$ cat src/rtl/vga_pattern_pipe.sv
// rtl/vga_pattern_pipe.sv - two-stage VGA test-pattern pixel pipe with active-low sync out
// Optional macro VGA_PATTERN_ANIM_EN builds the frame counter that animates patterns 3 and 4.
module vga_pattern_pipe #(
  parameter int         H_BAR_W       = 80,
  parameter logic [2:0] RESET_PATTERN = 3'd1
) (
  input  logic       i_clk,
  input  logic       i_rst_n,
  input  logic       i_hsync,
  input  logic       i_vsync,
  input  logic [9:0] i_hpos,
  input  logic [9:0] i_vpos,
  input  logic       i_visible,
  input  logic [2:0] i_pattern_sel,
  input  logic       i_pattern_valid,
  output logic       o_hsync_n,
  output logic       o_vsync_n,
  output logic [2:0] o_red,
  output logic [2:0] o_grn,
  output logic [2:0] o_blu,
  output logic [7:0] o_frame_count,
  output logic [2:0] o_pattern
);

  logic       s1_hsync;
  logic       s1_vsync;
  logic       s1_vsync_q;
  logic [9:0] s1_hpos;
  logic [9:0] s1_vpos;
  logic       s1_visible;

  logic [2:0] active_pattern;
  logic [2:0] pending_sel;
  logic       pending_flag;
  logic       vs_rise;

  logic [2:0] bar_idx;
  logic [2:0] frame_grad;
  logic       frame_chk;
  logic [2:0] red_d;
  logic [2:0] grn_d;
  logic [2:0] blu_d;
  logic       unused_vpos_hi;

  assign vs_rise        = s1_vsync & ~s1_vsync_q;
  assign unused_vpos_hi = ^s1_vpos[9:8];

`ifdef VGA_PATTERN_ANIM_EN
  logic [7:0] frame_count;

  always_ff @(posedge i_clk) begin
    if (!i_rst_n) begin
      frame_count <= 8'd0;
    end else if (vs_rise) begin
      frame_count <= frame_count + 8'd1;
    end
  end

  assign o_frame_count = frame_count;
  assign frame_grad    = frame_count[4:2];
  assign frame_chk     = frame_count[5];
`else
  assign o_frame_count = 8'd0;
  assign frame_grad    = 3'd0;
  assign frame_chk     = 1'b0;
`endif

  // Saturating bar index from a chain of threshold compares instead of a divider.
  always_comb begin
    bar_idx = 3'd0;
    for (int k = 1; k < 8; k++) begin
      if ({22'd0, s1_hpos} >= 32'(k * H_BAR_W)) begin
        bar_idx = 3'(k);
      end
    end
  end

  always_comb begin
    red_d = 3'd0;
    grn_d = 3'd0;
    blu_d = 3'd0;
    if (s1_visible) begin
      case (active_pattern)
        3'd1: begin
          red_d = (s1_hpos[2:0] == 3'd0 || s1_vpos[2:0] == 3'd0) ? 3'b111 : 3'b000;
          grn_d = {3{s1_vpos[4]}};
          blu_d = {3{s1_hpos[4]}};
        end
        3'd2: begin
          red_d = {3{bar_idx[2]}};
          grn_d = {3{bar_idx[1]}};
          blu_d = {3{bar_idx[0]}};
        end
        3'd3: begin
          red_d = s1_hpos[7:5];
          grn_d = s1_vpos[7:5];
          blu_d = frame_grad;
        end
        3'd4: begin
          red_d = {3{s1_hpos[5] ^ s1_vpos[5] ^ frame_chk}};
          grn_d = {3{s1_hpos[5] ^ s1_vpos[5] ^ frame_chk}};
          blu_d = {3{s1_hpos[5] ^ s1_vpos[5] ^ frame_chk}};
        end
        3'd5: begin
          red_d = 3'b111;
          grn_d = 3'b111;
          blu_d = 3'b111;
        end
        default: begin
          red_d = 3'd0;
          grn_d = 3'd0;
          blu_d = 3'd0;
        end
      endcase
    end
  end

  always_ff @(posedge i_clk) begin
    if (!i_rst_n) begin
      s1_hsync       <= 1'b0;
      s1_vsync       <= 1'b0;
      s1_vsync_q     <= 1'b0;
      s1_hpos        <= 10'd0;
      s1_vpos        <= 10'd0;
      s1_visible     <= 1'b0;
      o_hsync_n      <= 1'b1;
      o_vsync_n      <= 1'b1;
      o_red          <= 3'd0;
      o_grn          <= 3'd0;
      o_blu          <= 3'd0;
      active_pattern <= RESET_PATTERN;
      pending_sel    <= 3'd0;
      pending_flag   <= 1'b0;
    end else begin
      s1_hsync   <= i_hsync;
      s1_vsync   <= i_vsync;
      s1_vsync_q <= s1_vsync;
      s1_hpos    <= i_hpos;
      s1_vpos    <= i_vpos;
      s1_visible <= i_visible;
      o_hsync_n  <= ~s1_hsync;
      o_vsync_n  <= ~s1_vsync;
      o_red      <= red_d;
      o_grn      <= grn_d;
      o_blu      <= blu_d;
      // A strobe landing on the vsync edge bypasses the pending register.
      if (i_pattern_valid && vs_rise) begin
        active_pattern <= i_pattern_sel;
        pending_flag   <= 1'b0;
      end else if (i_pattern_valid) begin
        pending_sel  <= i_pattern_sel;
        pending_flag <= 1'b1;
      end else if (vs_rise && pending_flag) begin
        active_pattern <= pending_sel;
        pending_flag   <= 1'b0;
      end
    end
  end

  assign o_pattern = active_pattern;

endmodule

$ cat config.mk
export PLATFORM = sky130hd
export DESIGN_NAME = vga_pattern_pipe
export DESIGN_NICKNAME = d
export VERILOG_FILES = /design/src/rtl/vga_pattern_pipe.sv
export SDC_FILE = /design/constraint.sdc
export NUM_CORES = 1
export LEC_CHECK = 0
export CAP_MARGIN = 20
export CORE_AREA = 2 2 79 81
export DETAILED_ROUTE_END_ITERATION = 6
export DIE_AREA = 0 0 81 83
export MAX_ROUTING_LAYER = met4
export PLACE_DENSITY_LB_ADDON = 0.15
export SLEW_MARGIN = 20
export SYNTH_ARGS = -nofsm -noshare
export SYNTH_HDL_FRONTEND = slang
export SYNTH_SLANG_ARGS = --single-unit
export TNS_END_PERCENT = 30
$ cat constraint.sdc
create_clock -name i_clk -period 4 [get_ports i_clk]
set_input_delay 0.4 -clock i_clk [delete_from_list [all_inputs] [get_ports i_clk]]
set_output_delay 0.4 -clock i_clk [all_outputs]
set_load 0.05 [all_outputs]
==> out/results.ini <==
[power]
power.density_nw_per_um2=401.4
power_frac_comb=0.157
p_int_mw=0.5700
pwr-share-clk=0.332
seq_power_share=0.511
switching_share=0.2567
power.leakage_nw=0.7276
vdd_drop_max_mv=0.1338
power_switching_mw=0.1969

[drt]
ant_nets=0
drc_errors=0
vias_per_cell=4.098
routed_wl_mm=2.904
wl_per_cell_um=11.00
drt-initial-drc-count=42
dr_total_vias=1082
first_pass_iters=4

[sta]
fin_tns_setup_ns=0
fmax_mhz=468.7
finClkSkew_ns=0.002077
worstMarginPinSlew_ns=0.8515
relSlewSlack=0.4275
finalMaxSlewViolations=0
hold_viol=0
setup_viol=0
rsz0062_at_grt=false
fin_crit_sh=0.5334
period_needed_ns=2.134

[placement]
io_buffers=38
gp_congestion=0.7211
dp_hpwl_mm=2.204

[setup_path]
cp-end-kind=output port
crit_buf_inv=1
cp.required_ns=3.60
crit_fanout=12
crit_arrival_ns=1.73
critPathTopFamily=buffers and inverters
cp_slowest_stage_delay_ns=0.88
start_kind=register
crit_chain=clkdlybuf4s50_1
slowest_stage=clkdlybuf4s50_1
critical_path_class=reg2out

[floorplanning]
pin_count=51
core-area_um2=5816
start_util=0.2433
rows=28
die_h_um=83
die_area_um2=6723
die_width_um=81

[yosys]
async_reset_ff_frac=0
synthFlopType=dfxtp_1
synth_xor_area_frac=0.006189
yosysTopAreaCellShare=0.5093
yosys.area.top_type=dfxtp_1
synth_area_um2=1415
synth_top_family_by_area=simple AND/OR/NAND/NOR gates
syn_inst=151
synth_compound_area_frac=0.1600
muxShareOfSynthArea=0.01415
synth_cell_type_count=35
synth-edff-count=0
yosys_warnings=0
syn_avg_cell_area_um2=9.372
synth_area_leaders=dfxtp_1, and2_1, buf_4
ys_seq_area_frac=0.5093
synth-seq-cells=36
yosys.area_share.simple=0.2325
synth_fa_ha_area_frac=0

[clocking]
worstSkewPairLatency_ns=0.28
numCtsBuffers=5
clk_pin_slew_ns=0.07
clockBufferDepth=2
cts_tree=done
ctsHoldBuffers=0
cts_max_level=2
clock_sink_count=36
post_cts_buffers=0
cts_resized=0
cts_root_buf=clkbuf_8

[min_path]
hold_class=reg2reg

[layout]
final_util=0.3285
drive_above_1_share=0.05291
area_delta_synth_final_pct=35.01
nNetsFinal=217
diodes=0

[global_route]
grt_pass1_wl_mm=4.899
grt_max_degree=30
grt_pass1_vias=1091
grt_overflow=0
antenna_found_initial=0
track_usage=0.09779

[outcome]
status=completed

[flow_run]
max-cap-violations=0

-- state kept, by name, summed over array words and instances (netlist names), 3 cells and up --
| signal | cells |
|---|---|
| o_red | 3 |
| pending_sel | 3 |
| s1_vpos | 7 |
| o_pattern | 3 |
| o_grn | 3 |
| s1_hpos | 9 |
-- cells by family (layout without fill, tap and decap cells) --
logic type | after synthesis | count (layout)
buffers and inverters | 18 | 49
DFF | 36 | 36
xor gates and xnor gates | 1 | 1
muxes | 2 | 2
other | 1 | 8
AOI/OAI and AO/OA | 33 | 33
and+or+nand+nor | 60 | 60
-- Yosys cell counts, types with 2 or more instances --
library cell  count
a21oi_1          10
dfxtp_1          36
clkbuf_1          4
nand2_1          15
nor2_1            7
buf_4            10
nor3_1            3
and2_1           19
a21boi_0          4
o21ai_0           4
a2111oi_0         2
o21a_1            2
nand2b_1          4
inv_1             3
nand3_1           3
mux2i_1           2
a31oi_1           2
nor2b_1           4
-- stage by stage --
stage               setup WS (ns)  hold WS, ns  instances  total power, mW  instance area [µm²]
finish                      1.866       0.3725        264           0.7668                 1911
global route                1.775       0.3901        264           0.8095                 1911
CTS                         1.847       0.3761        264           0.7796                 1911
detailed placement          1.601       0.3601        256           0.5214                 1821
global placement            1.672       0.3480        256           0.5197                 1821
floorplan                   2.370       0.3434        158           0.4815                 1441
-- cell usage in the layout, fill, tap and decap left out, drive strengths merged, types with 2 or more instances in the layout --
cell type / instances
a2111oi: 2
a21boi: 4
a21oi: 10
a31oi: 3
and2: 19
clkbuf: 8
clkdlybuf4s50: 38
conb: 8
dfxtp: 36
inv: 3
mux2i: 2
nand2: 15
nand2b: 4
nand3: 3
nor2: 7
nor2b: 4
nor3: 3
nor3b: 2
o21a: 2
o21ai: 4
-- power by group through the flow --
stage / logic (mW) / registers [mW] / clock network [mW]
2_1_floorplan: 0.0681 / 0.413 / 0
3_3_place_gp: 0.120 / 0.400 / 0
3_5_place_dp: 0.121 / 0.400 / 0
4_1_cts: 0.121 / 0.392 / 0.266
5_1_grt: 0.130 / 0.395 / 0.285
6_report: 0.120 / 0.392 / 0.255
-- metal layers --
layer,wire length [µm],track usage
met3,114,0.03152
met4,93,0.05547
met2,1453,0.1480
met5,0,-
met1,1243,0.1123
-- final cells by class --
| class | instances | area (µm²) |
|---|---|---|
| clock buffer | 8 | 90.09 |
| fill | 632 | 3905 |
| tap | 75 | 93.84 |
| inverter | 3 | 11.26 |
| sequential | 36 | 720.7 |
| multi-input combinational | 104 | 614.3 |
| timing repair buffer | 38 | 380.4 |
-- path summary, 6_finish.rpt --
check,from,endpoint,slack (ns),cells after the start
worst max-delay path,o_pattern[2],o_pattern[2],1.87,1
worst min-delay path,s1_hsync,o_hsync_n,0.37,1
worst max register to register,s1_hpos[8],o_grn[2],2.45,4
worst min register to register,s1_hsync,o_hsync_n,0.37,1
-- worst register-to-register path: cells and delay by family (launching register included) --
family / cells / cell delay (ns)
and+or+nand+nor: 1 / 0.11
DFF: 1 / 0.45
AOI/OAI and AO/OA: 3 / 0.83
Power figures use the tool's default switching activity.
